`src/rtl/exec_muldiv_if.sv`:
```
// Request/response bundle between the execution stage and the multiply/divide unit.
// The stage drives the master side; the unit implements the slave side.
interface exec_muldiv_if #(
    parameter int XLEN = 32
);
    logic            req_i;
    logic            ready_o;
    logic [2:0]      funct3_i;
    logic [XLEN-1:0] rs1_i;
    logic [XLEN-1:0] rs2_i;
    logic [4:0]      rd_adr_i;
    logic            kill_i;
    logic            done_o;
    logic [XLEN-1:0] res_o;
    logic [4:0]      rd_adr_o;

    modport master (
        output req_i, funct3_i, rs1_i, rs2_i, rd_adr_i, kill_i,
        input  ready_o, done_o, res_o, rd_adr_o
    );

    modport slave (
        input  req_i, funct3_i, rs1_i, rs2_i, rd_adr_i, kill_i,
        output ready_o, done_o, res_o, rd_adr_o
    );
endinterface

```
`src/rtl/exec_muldiv.sv`:
```
// Multi-cycle RV32M multiply/divide unit for the execution stage.
// Multiplies complete after MUL_LAT edges; divides use a radix-2^DIV_BITS restoring loop.
module exec_muldiv #(
    parameter int XLEN     = 32,
    parameter int MUL_LAT  = 2,
    parameter int DIV_BITS = 1
) (
    input logic          clk,
    input logic          rst_n,
    exec_muldiv_if.slave bus
);
    localparam int DIV_ITERS = XLEN / DIV_BITS;
    localparam int CNT_W     = $clog2(DIV_ITERS) + 1;
    localparam int MUL_LAST  = (MUL_LAT > 1) ? MUL_LAT - 2 : 0;

    typedef enum logic [1:0] {IDLE, MUL, DIV, FIX} state_t;

    state_t           state_q;
    logic [CNT_W-1:0] cnt_q;
    logic [2:0]       f3_q;
    logic [XLEN-1:0]  opA_q, opB_q;
    logic [XLEN:0]    rem_q;
    logic [XLEN-1:0]  quo_q;
    logic             negQ_q, negR_q;
    logic [4:0]       rd_q;
    logic [XLEN-1:0]  res_q;
    logic [4:0]       rdOut_q;
    logic             done_q;

    logic                    idle, accept;
    logic [2:0]              mf3;
    logic [XLEN-1:0]         ma, mb;
    logic signed [XLEN:0]    mulA, mulB;
    logic signed [2*XLEN+1:0] prod;
    logic [XLEN-1:0]         mulRes;
    logic                    divSgn, divZero, divOvf, special;
    logic [XLEN-1:0]         specialRes, absA, absB;
    logic [XLEN:0]           remIn, remN;
    logic [XLEN-1:0]         quoIn, quoN, dvsIn;
    logic [XLEN-1:0]         qFix, rFix, fixRes;

    assign idle   = (state_q == IDLE);
    assign accept = bus.req_i & idle & ~bus.kill_i;

    // Multiplier sees live inputs in IDLE (MUL_LAT=1 path) and latched operands otherwise.
    always_comb begin
        mf3    = idle ? bus.funct3_i : f3_q;
        ma     = idle ? bus.rs1_i : opA_q;
        mb     = idle ? bus.rs2_i : opB_q;
        mulA   = $signed({(mf3[1:0] != 2'b11) & ma[XLEN-1], ma});
        mulB   = $signed({~mf3[1] & mb[XLEN-1], mb});
        prod   = mulA * mulB;
        mulRes = (mf3[1:0] == 2'b00) ? prod[XLEN-1:0] : prod[2*XLEN-1:XLEN];
    end

    always_comb begin
        divSgn  = ~bus.funct3_i[0];
        divZero = (bus.rs2_i == '0);
        divOvf  = divSgn && (bus.rs1_i == {1'b1, {(XLEN-1){1'b0}}}) && (bus.rs2_i == '1);
        special = bus.funct3_i[2] & (divZero | divOvf);
        if (divZero)
            specialRes = bus.funct3_i[1] ? bus.rs1_i : '1;
        else
            specialRes = bus.funct3_i[1] ? '0 : bus.rs1_i;
        absA = (divSgn & bus.rs1_i[XLEN-1]) ? -bus.rs1_i : bus.rs1_i;
        absB = (divSgn & bus.rs2_i[XLEN-1]) ? -bus.rs2_i : bus.rs2_i;
    end

    // The accepting edge already resolves the first quotient digit from the live operands.
    always_comb begin
        remIn = idle ? '0 : rem_q;
        quoIn = idle ? absA : quo_q;
        dvsIn = idle ? absB : opB_q;
        remN  = remIn;
        quoN  = quoIn;
        for (int i = 0; i < DIV_BITS; i++) begin
            remN = {remN[XLEN-1:0], quoN[XLEN-1]};
            quoN = {quoN[XLEN-2:0], 1'b0};
            if (remN >= {1'b0, dvsIn}) begin
                remN    = remN - {1'b0, dvsIn};
                quoN[0] = 1'b1;
            end
        end
        qFix   = negQ_q ? -quo_q : quo_q;
        rFix   = negR_q ? -rem_q[XLEN-1:0] : rem_q[XLEN-1:0];
        fixRes = f3_q[1] ? rFix : qFix;
    end

    always_ff @(posedge clk or negedge rst_n) begin
        if (!rst_n) begin
            state_q <= IDLE;
            cnt_q   <= '0;
            f3_q    <= '0;
            opA_q   <= '0;
            opB_q   <= '0;
            rem_q   <= '0;
            quo_q   <= '0;
            negQ_q  <= 1'b0;
            negR_q  <= 1'b0;
            rd_q    <= '0;
            res_q   <= '0;
            rdOut_q <= '0;
            done_q  <= 1'b0;
        end else begin
            done_q <= 1'b0;
            case (state_q)
                IDLE: begin
                    if (accept) begin
                        f3_q <= bus.funct3_i;
                        rd_q <= bus.rd_adr_i;
                        if (!bus.funct3_i[2]) begin
                            if (MUL_LAT == 1) begin
                                res_q   <= mulRes;
                                rdOut_q <= bus.rd_adr_i;
                                done_q  <= 1'b1;
                            end else begin
                                opA_q   <= bus.rs1_i;
                                opB_q   <= bus.rs2_i;
                                cnt_q   <= '0;
                                state_q <= MUL;
                            end
                        end else if (special) begin
                            res_q   <= specialRes;
                            rdOut_q <= bus.rd_adr_i;
                            done_q  <= 1'b1;
                        end else begin
                            rem_q   <= remN;
                            quo_q   <= quoN;
                            opB_q   <= absB;
                            negQ_q  <= divSgn & (bus.rs1_i[XLEN-1] ^ bus.rs2_i[XLEN-1]);
                            negR_q  <= divSgn & bus.rs1_i[XLEN-1];
                            cnt_q   <= CNT_W'(1);
                            state_q <= DIV;
                        end
                    end
                end
                MUL: begin
                    if (bus.kill_i) begin
                        state_q <= IDLE;
                    end else if (cnt_q == CNT_W'(MUL_LAST)) begin
                        res_q   <= mulRes;
                        rdOut_q <= rd_q;
                        done_q  <= 1'b1;
                        state_q <= IDLE;
                    end else begin
                        cnt_q <= cnt_q + CNT_W'(1);
                    end
                end
                DIV: begin
                    if (bus.kill_i) begin
                        state_q <= IDLE;
                    end else begin
                        rem_q <= remN;
                        quo_q <= quoN;
                        cnt_q <= cnt_q + CNT_W'(1);
                        if (cnt_q == CNT_W'(DIV_ITERS - 1))
                            state_q <= FIX;
                    end
                end
                FIX: begin
                    if (!bus.kill_i) begin
                        res_q   <= fixRes;
                        rdOut_q <= rd_q;
                        done_q  <= 1'b1;
                    end
                    state_q <= IDLE;
                end
                default: state_q <= IDLE;
            endcase
        end
    end

    assign bus.ready_o  = idle;
    assign bus.done_o   = done_q;
    assign bus.res_o    = res_q;
    assign bus.rd_adr_o = rdOut_q;
endmodule

```
`src/flat_wrapper.sv`:
```
// flat-port wrapper written by rule: the top's interface ports become plain ports
module exec_muldiv_flat 
#(
    parameter int XLEN     = 32,
    parameter int MUL_LAT  = 2,
    parameter int DIV_BITS = 1
)
  (clk, rst_n, bus_req_i, bus_funct3_i, bus_rs1_i, bus_rs2_i, bus_rd_adr_i, bus_kill_i, bus_ready_o, bus_done_o, bus_res_o, bus_rd_adr_o);
  exec_muldiv_if #(.XLEN(XLEN)) bus_i ();
  input logic clk;
  input logic rst_n;
  input wire logic [$bits(bus_i.req_i)-1:0] bus_req_i;
  input wire logic [$bits(bus_i.funct3_i)-1:0] bus_funct3_i;
  input wire logic [$bits(bus_i.rs1_i)-1:0] bus_rs1_i;
  input wire logic [$bits(bus_i.rs2_i)-1:0] bus_rs2_i;
  input wire logic [$bits(bus_i.rd_adr_i)-1:0] bus_rd_adr_i;
  input wire logic [$bits(bus_i.kill_i)-1:0] bus_kill_i;
  output wire logic [$bits(bus_i.ready_o)-1:0] bus_ready_o;
  output wire logic [$bits(bus_i.done_o)-1:0] bus_done_o;
  output wire logic [$bits(bus_i.res_o)-1:0] bus_res_o;
  output wire logic [$bits(bus_i.rd_adr_o)-1:0] bus_rd_adr_o;
  assign bus_i.req_i = bus_req_i;
  assign bus_i.funct3_i = bus_funct3_i;
  assign bus_i.rs1_i = bus_rs1_i;
  assign bus_i.rs2_i = bus_rs2_i;
  assign bus_i.rd_adr_i = bus_rd_adr_i;
  assign bus_i.kill_i = bus_kill_i;
  assign bus_ready_o = bus_i.ready_o;
  assign bus_done_o = bus_i.done_o;
  assign bus_res_o = bus_i.res_o;
  assign bus_rd_adr_o = bus_i.rd_adr_o;
  exec_muldiv #(.XLEN(XLEN), .MUL_LAT(MUL_LAT), .DIV_BITS(DIV_BITS)) u_core (.clk(clk), .rst_n(rst_n), .bus(bus_i));
endmodule
```
`config.mk`:
```
export PLATFORM = sky130hd
export DESIGN_NAME = exec_muldiv_flat
export DESIGN_NICKNAME = d
export VERILOG_FILES = /design/src/rtl/exec_muldiv_if.sv /design/src/rtl/exec_muldiv.sv /design/src/flat_wrapper.sv
export SDC_FILE = /design/constraint.sdc
export NUM_CORES = 2
export LEC_CHECK = 0
export ABC_AREA = 1
export BUFFER_PORTS_ARGS = -buffer_cell sky130_fd_sc_hd__buf_4
export CORE_UTILIZATION = 61
export DETAILED_ROUTE_END_ITERATION = 8
export HOLD_SLACK_MARGIN = 0.08
export PLACE_DENSITY = 0.83
export SYNTH_ARGS = -nofsm -noshare
export SYNTH_HDL_FRONTEND = slang
export SYNTH_SLANG_ARGS = --single-unit
```
`constraint.sdc`:
```
create_clock -name clk -period 17.3 [get_ports clk]
set_input_delay 3.46 -clock clk [delete_from_list [all_inputs] [get_ports clk]]
set_output_delay 3.46 -clock clk [all_outputs]
set_load 0.05 [all_outputs]
```
### Word-level counts from Yosys, hierarchy flattened

Cells that the tools add are included.

| storage, ports and cells | value |
|---|---|
| flip-flop bits (word level) | 183 |
| bits of input ports | 76 |
| output and inout port bits | 39 |
| word-level logic and storage cells | 138 |

| cells by class | value |
|---|---|
| add/subtract/negate cells | 6 |
| $mul | 1 |
| $lt $le $gt $ge | 1 |
| equality and inequality tests | 20 |
| muxes and demuxes | 65 |
| bitwise logic cells | 15 |
| reduce and logical (&&, ||, !) cells | 17 |

Operators with widths:

| cell | count |
|---|---|
| 32-bit 2-to-1 mux | 31 |
| 32-bit negation | 4 |
| 32-bit case mux with 2 select lines | 2 |
| 32-bit case mux with 3 select lines | 1 |
| 32-bit equality test, second input constant | 2 |
| 33-bit by 33-bit multiplier with 64-bit output | 1 |
| 6-bit 2-to-1 mux | 6 |
| 33-bit by 32-bit >= comparator with 1-bit output | 1 |
| 32-bit logical NOT | 1 |
| 32-bit subtractor | 1 |
| 5-bit 2-to-1 mux | 6 |
| 2-bit inequality test, second input constant | 10 |
| 6-bit case mux with 3 select lines | 1 |
| 2-bit 2-to-1 mux | 8 |
| 5-bit case mux with 3 select lines | 1 |
| 1-bit AND | 8 |
| 2-bit case mux with 4 select lines | 1 |
| 4-bit AND reduction | 2 |
| 1-bit 2-to-1 mux | 7 |
| 7-bit AND reduction | 1 |
| 6-bit by 1-bit adder with 6-bit output, second input constant | 1 |
| 6-bit by 5-bit equality test with 1-bit output, second input constant | 1 |
| 6-bit logical NOT | 1 |
| 3-bit by 2-bit inequality test with 1-bit output, second input constant | 2 |
| other kinds (16) | 25 |

### Depth between registers and ports, before layout

| logic depth | value |
|---|---|
| word-level depth | 10 |
| depth in mapped cells | 43 |
| gate-level depth less buffers | 40 |

### Worst setup path after synthesis

Ideal clock, no wire load.

| path | value |
|---|---|
| path kind | input -> register |
| from | in bus_funct3_i[1] |
| to | reg u_core.res_q[23] (netlist: u_core.bus.res_o[23]) |
| library setup time | 0.113 ns |
| arrival | 11.209 ns |
| data required time | 17.187 ns |
| path slack | 5.978 ns |
| stages | 35 |
| buffers on the path | 2 |
| cell sequence | clkbuf_1 nand2_1 o21ai_1 nand2_1 nand2_1 clkbuf_1 nor2_1 fa_1 inv_1 fa_1 inv_1 fa_1 inv_1 fa_1 inv_1 fa_1 fa_1 fa_1 inv_1 fa_1 inv_1 ha_1 nand2_1 nor2_1 inv_1 nor2_1 nand2_1 nor4_1 nand2_1 nand4_1 nand3_1 nand2_1 nand3_1 nand2_1 inv_1 |

| between the ends | value |
|---|---|
| word-level cells in the longest chain between the ends | 8 |
| elaborated cells on any way between the ends | 17 |
| those cells by class | mul (1); eq/ne (1); mux (11); bitwise (3); reduce/logical (1) |

RTL lines:

| item | RTL line | RTL |
|---|---|---|
| start, declared | flat_wrapper.sv:13 | `input wire logic [$bits(bus_i.funct3_i)-1:0] bus_funct3_i;` |
| 2-bit 2-to-1 mux | exec_muldiv.sv:47 | `mf3 = idle ? bus.funct3_i : f3_q;` |
| 2-bit inequality test / 1-bit NOT (equally long branches) | exec_muldiv.sv:50, exec_muldiv.sv:51 |  |
| 1-bit AND, on equally long branches | exec_muldiv.sv:50, exec_muldiv.sv:51 |  |
| 33-bit by 33-bit multiplier with 64-bit output | exec_muldiv.sv:52 | `prod = mulA * mulB;` |
| 32-bit 2-to-1 mux | exec_muldiv.sv:53 | `mulRes = (mf3[1:0] == 2'b00) ? prod[XLEN-1:0] : prod[2*XLEN-1:XLEN];` |
| 32-bit 2-to-1 mux | exec_muldiv.sv:140 | `end else if (cnt_q == CNT_W'(MUL_LAST)) begin` |
| 32-bit 2-to-1 mux | exec_muldiv.sv:138 | `if (bus.kill_i) begin` |
| 32-bit case mux with 3 select lines * | exec_muldiv.sv:106 | `case (state_q)` |
| end signal, assigned | exec_muldiv.sv:113 | `res_q <= mulRes;` |
| end signal, assigned | exec_muldiv.sv:123 | `res_q <= specialRes;` |
| end signal, assigned | exec_muldiv.sv:141 | `res_q <= mulRes;` |
| end, declared | exec_muldiv.sv:26 | `logic [XLEN-1:0] res_q;` |

Mark *: on every way between the ends. The rest lies on a longest branch, timed or not. The select of a mux whose other input is x is not followed.
A chain may end at the register's enable or synchronous reset.

### Final worst setup path

| path | value |
|---|---|
| from | in bus_funct3_i[1] |
| to | reg u_core.res_q[28] (netlist: u_core.bus.res_o[28]) |

The elaborated chain is that of the path after synthesis.

==> summary.txt <==
Routing
  • Top metal layer carrying routed signals: met5
  • Via density: 6.036
  • Post-Route WL: 214200 um
  • DR WL/cell: 25.23 um
  • Post-detailed-route count of antenna-violating nets: 0
  • Number of optimization iterations in the first detailed-route pass: 9
  • DR iter-0 viols: 6327
  • DRC violation count after routing: 0
  • Total via count in the routed design: 51.25k
  • Routed metal-1 wirelength: 76810 um
  • Total met3 wirelength after detailed routing: 33500 um
  • Total met2 wirelength after detailed routing: 88020 um

Min path
  • Depth of the worst hold-timing path: 2
  • Start point of the worst min-delay path: u_core.rd_q[0]$_DFFE_PN0P_
  • Worst hold-check path type: register to register
  • Destination of the worst hold path: u_core.rd_q[0]$_DFFE_PN0P_

Synthesis
  • Share of synthesized area occupied by flip-flops and latches: 0.08355
  • Number of warnings issued by yosys: 0
  • Synthesized flop and latch total: 183
  • Number of enable flip-flop cells after synthesis: 0
  • Area share of the largest cell type after synthesis: 0.4113
  • Avg Synthesized Cell Area: 7.431 um2
  • Number of distinct library cells after synthesis: 52
  • Mapped Area: 54810 um2
  • Dominant cells by area after synthesis: sky130_fd_sc_hd__fa_1, sky130_fd_sc_hd__nand2_1, sky130_fd_sc_hd__inv_1, sky130_fd_sc_hd__dfrtp_1, sky130_fd_sc_hd__nor2_1
  • Gate Count Post-Synth: 7376
  • Post-Syn Nets: 8834
  • Cell accounting for the most synthesized area: sky130_fd_sc_hd__fa_1
  • Post-synth top cells: sky130_fd_sc_hd__nand2_1, sky130_fd_sc_hd__inv_1, sky130_fd_sc_hd__fa_1, sky130_fd_sc_hd__nor2_1, sky130_fd_sc_hd__o21ai_0
  • Most instantiated flip-flop cell in the synthesis netlist: sky130_fd_sc_hd__dfrtp_1
  • Share of flip-flops with an asynchronous set or reset after synthesis: 1.000
  • Most numerous cell in the Yosys netlist: sky130_fd_sc_hd__nand2_1

Clock network
  • Clock sink count: 183
  • Cts bufs inserted: 17
  • Root Buffer: sky130_fd_sc_hd__clkbuf_16
  • Clock tree from TritonCTS: built
  • Count of instances resized after the clock tree is built: 0
  • Post-CTS setup buffers: 0
  • Worst-skew pair later-pin latency: 0.54 ns
  • CTS max path bufs: 2
  • Hold buffer count at cts: 0
  • CTS clock-pin slew for the worst setup and hold paths: 0.09 ns
  • H-tree depth: 4

Place
  • Placed cell count: 8456
  • Number of buffers inserted by port buffering: 114
  • Post-placement setup slack: 4.088 ns
  • DP HPWL: 171000 um
  • Final weighted congestion of routability-driven global placement: 1.093

STA
  • Worst hold slack after final layout: 0.4860 ns
  • Period utilisation layout: 0.7513
  • Setup-failing EPs final: 0
  • Number of endpoints with negative hold slack in the final report: 0
  • Rel. slew slack: 0.2602
  • RSZ-0062 raised after global routing: false
  • Setup skew after layout: 0.03140 ns
  • Max-slew violation count: 0
  • Setup TNS: 0 ns
  • Min Clock Period, post-route: 13.00 ns
  • Setup slack of the critical path after layout: 4.303 ns
  • Highest clock rate: 0.07694 GHz
  • Pin slew with the least headroom to its limit: 1.108 ns

Global routing
  • Initial antenna violation count: 13
  • Maximum number of pins on one net before global-route repair: 82
  • GRT overflow: 0
  • Number of global-route vias before repair: 52.24k
  • Overall routing resource usage: 0.4864
  • Global-route wire length before repair: 322200 um

Critical path
  • Most frequent cell on the critical path: sky130_fd_sc_hd__fa_1
  • Register-to-register setup slack: 5.54 ns
  • Critical Setup Path Class: input pin to register
  • Startpoint class of the critical path: input pin
  • Worst path buffer plus inverter count: 9
  • Category of cells accounting for the largest share of critical-path delay: adder cells
  • RR Endpoint: u_core.bus.res_o[28]$_DFFE_PN0P_
  • Slowest Stage Delay on Critical Path: 0.73 ns
  • Critical path fanouts, max: 36
  • Origin of the critical flop-to-flop path: u_core.state_q[0]$_DFFE_PN0P_
  • Cell at the slowest stage of the critical path: sky130_fd_sc_hd__nand2_1
  • Critical path arrival: 13.39 ns
  • Crit path required time: 17.69 ns
  • CP Capture Type: register
  • R2R depth: 33

Run status
  • Outcome: complete, no violations

Floorplanning
  • Floorplan die height: 301.8 um
  • Effective utilization at floorplan: 0.6183
  • Cell Rows: 109
  • Placeable Area: 88650 um2
  • DIE AREA: 91060 um2
  • Top-Level Pins: 115
  • Die width: 301.8 um

Final layout
  • Number of fillers in the final layout: 7804
  • Final cell count without fillers: 8491
  • Post-layout net count: 8768
  • Fraction of final layout cells with drive strength greater than 1: 0.04752
  • Area growth, synth to finish: 4.643%

Flow run
  • Number of maximum-capacitance violations: 0
## cell type report
class                   count  area, um2  area share
inverters                1604       6022      0.1050
flip-flops and latches    183       4579     0.07984
multi-input cells        5295      43110      0.7517
diodes                      3      7.507   0.0001309
repair buffers            209       1575     0.02747
clock buffers              17      425.4    0.007417
clock inverters            15      175.2    0.003054
well taps                1165       1458     0.02541
## cell families after synthesis
logic type,after synthesis,synth area share
and+or+nand+nor,3064,0.2232
buffers and inverters,1898,0.1330
adders and majority gates,1382,0.4697
AOI/OAI and AO/OA,775,0.07871
DFF,183,0.08355
xor gates and xnor gates,74,0.01182
## metal layers
metal / vias up / global-route usage
met5: - / 0.01294
met4: 23 / 0.2878
met3: 866 / 0.2096
met2: 3774 / 0.6900
met1: 24780 / 0.6165
li1: 21810 / -
## registers in the layout, indices dropped and copies added, names as in the netlist, 5 cells and up
name and flops:
u_core.bus.res_o 32, u_core.opA_q 32, u_core.opB_q 32, u_core.rem_q 32, u_core.cnt_q 6, u_core.rd_q 5
u_core.quo_q 32, u_core.bus.rd_adr_o 5
## worst register-to-register path: cells and delay by family, from the launching register on
kind | cells | cell delay, ns
AOI/OAI and AO/OA | 4 | 1.66
adders and majority gates | 10 | 4.90
buffers and inverters | 11 | 2.89
DFF | 1 | 0.44
and+or+nand+nor | 8 | 1.76
## worst max path at each step
stage | from | end | slack, ns | depth (start not counted)
after detailed placement | bus_rs1_i[31] | u_core.bus.res_o[28]$_DFFE_PN0P_ | 4.09 | 34
after global routing | bus_rs1_i[31] | u_core.bus.res_o[28]$_DFFE_PN0P_ | 4.05 | 35
after CTS | bus_rs1_i[31] | u_core.bus.res_o[28]$_DFFE_PN0P_ | 4.64 | 34
after floorplan | bus_funct3_i[1] | u_core.bus.res_o[23]$_DFFE_PN0P_ | 5.98 | 35
after global placement | bus_rs1_i[31] | u_core.bus.res_o[28]$_DFFE_PN0P_ | 3.94 | 34
final | bus_funct3_i[1] | u_core.bus.res_o[28]$_DFFE_PN0P_ | 4.30 | 32
## stage by stage
step                      cell area, um2  utilization
after global routing               57350       0.6470
final                              57360       0.6470
after global placement             56750       0.6401
after CTS                          57350       0.6469
after floorplan                    54810            -
after detailed placement           56750       0.6401
## placed cells by master, fill, tap and decap left out, drive strengths merged, types with 2 or more instances in the layout
cell      count
a31oi        28
a21o          9
nand4        42
nand2      1779
o221ai        4
a21boi        7
nand3       275
clkinvlp      2
o21a          2
o21bai       42
clkinv       21
nor3         55
dfrtp       183
o311ai        2
diode         3
o211ai       53
o31ai         3
xnor2        25
buf         208
fa         1126
inv        1596
xor2         49
or2           6
nand3b        7
a211oi        2
clkbuf       18
ha          256
o22ai         2
o21ai       379
a21oi       239
nor2        883
nor4         13
Power is left out: the tool's default activity adds up to more than one toggle a clock period on the data nets, which glitch-free logic cannot reach.
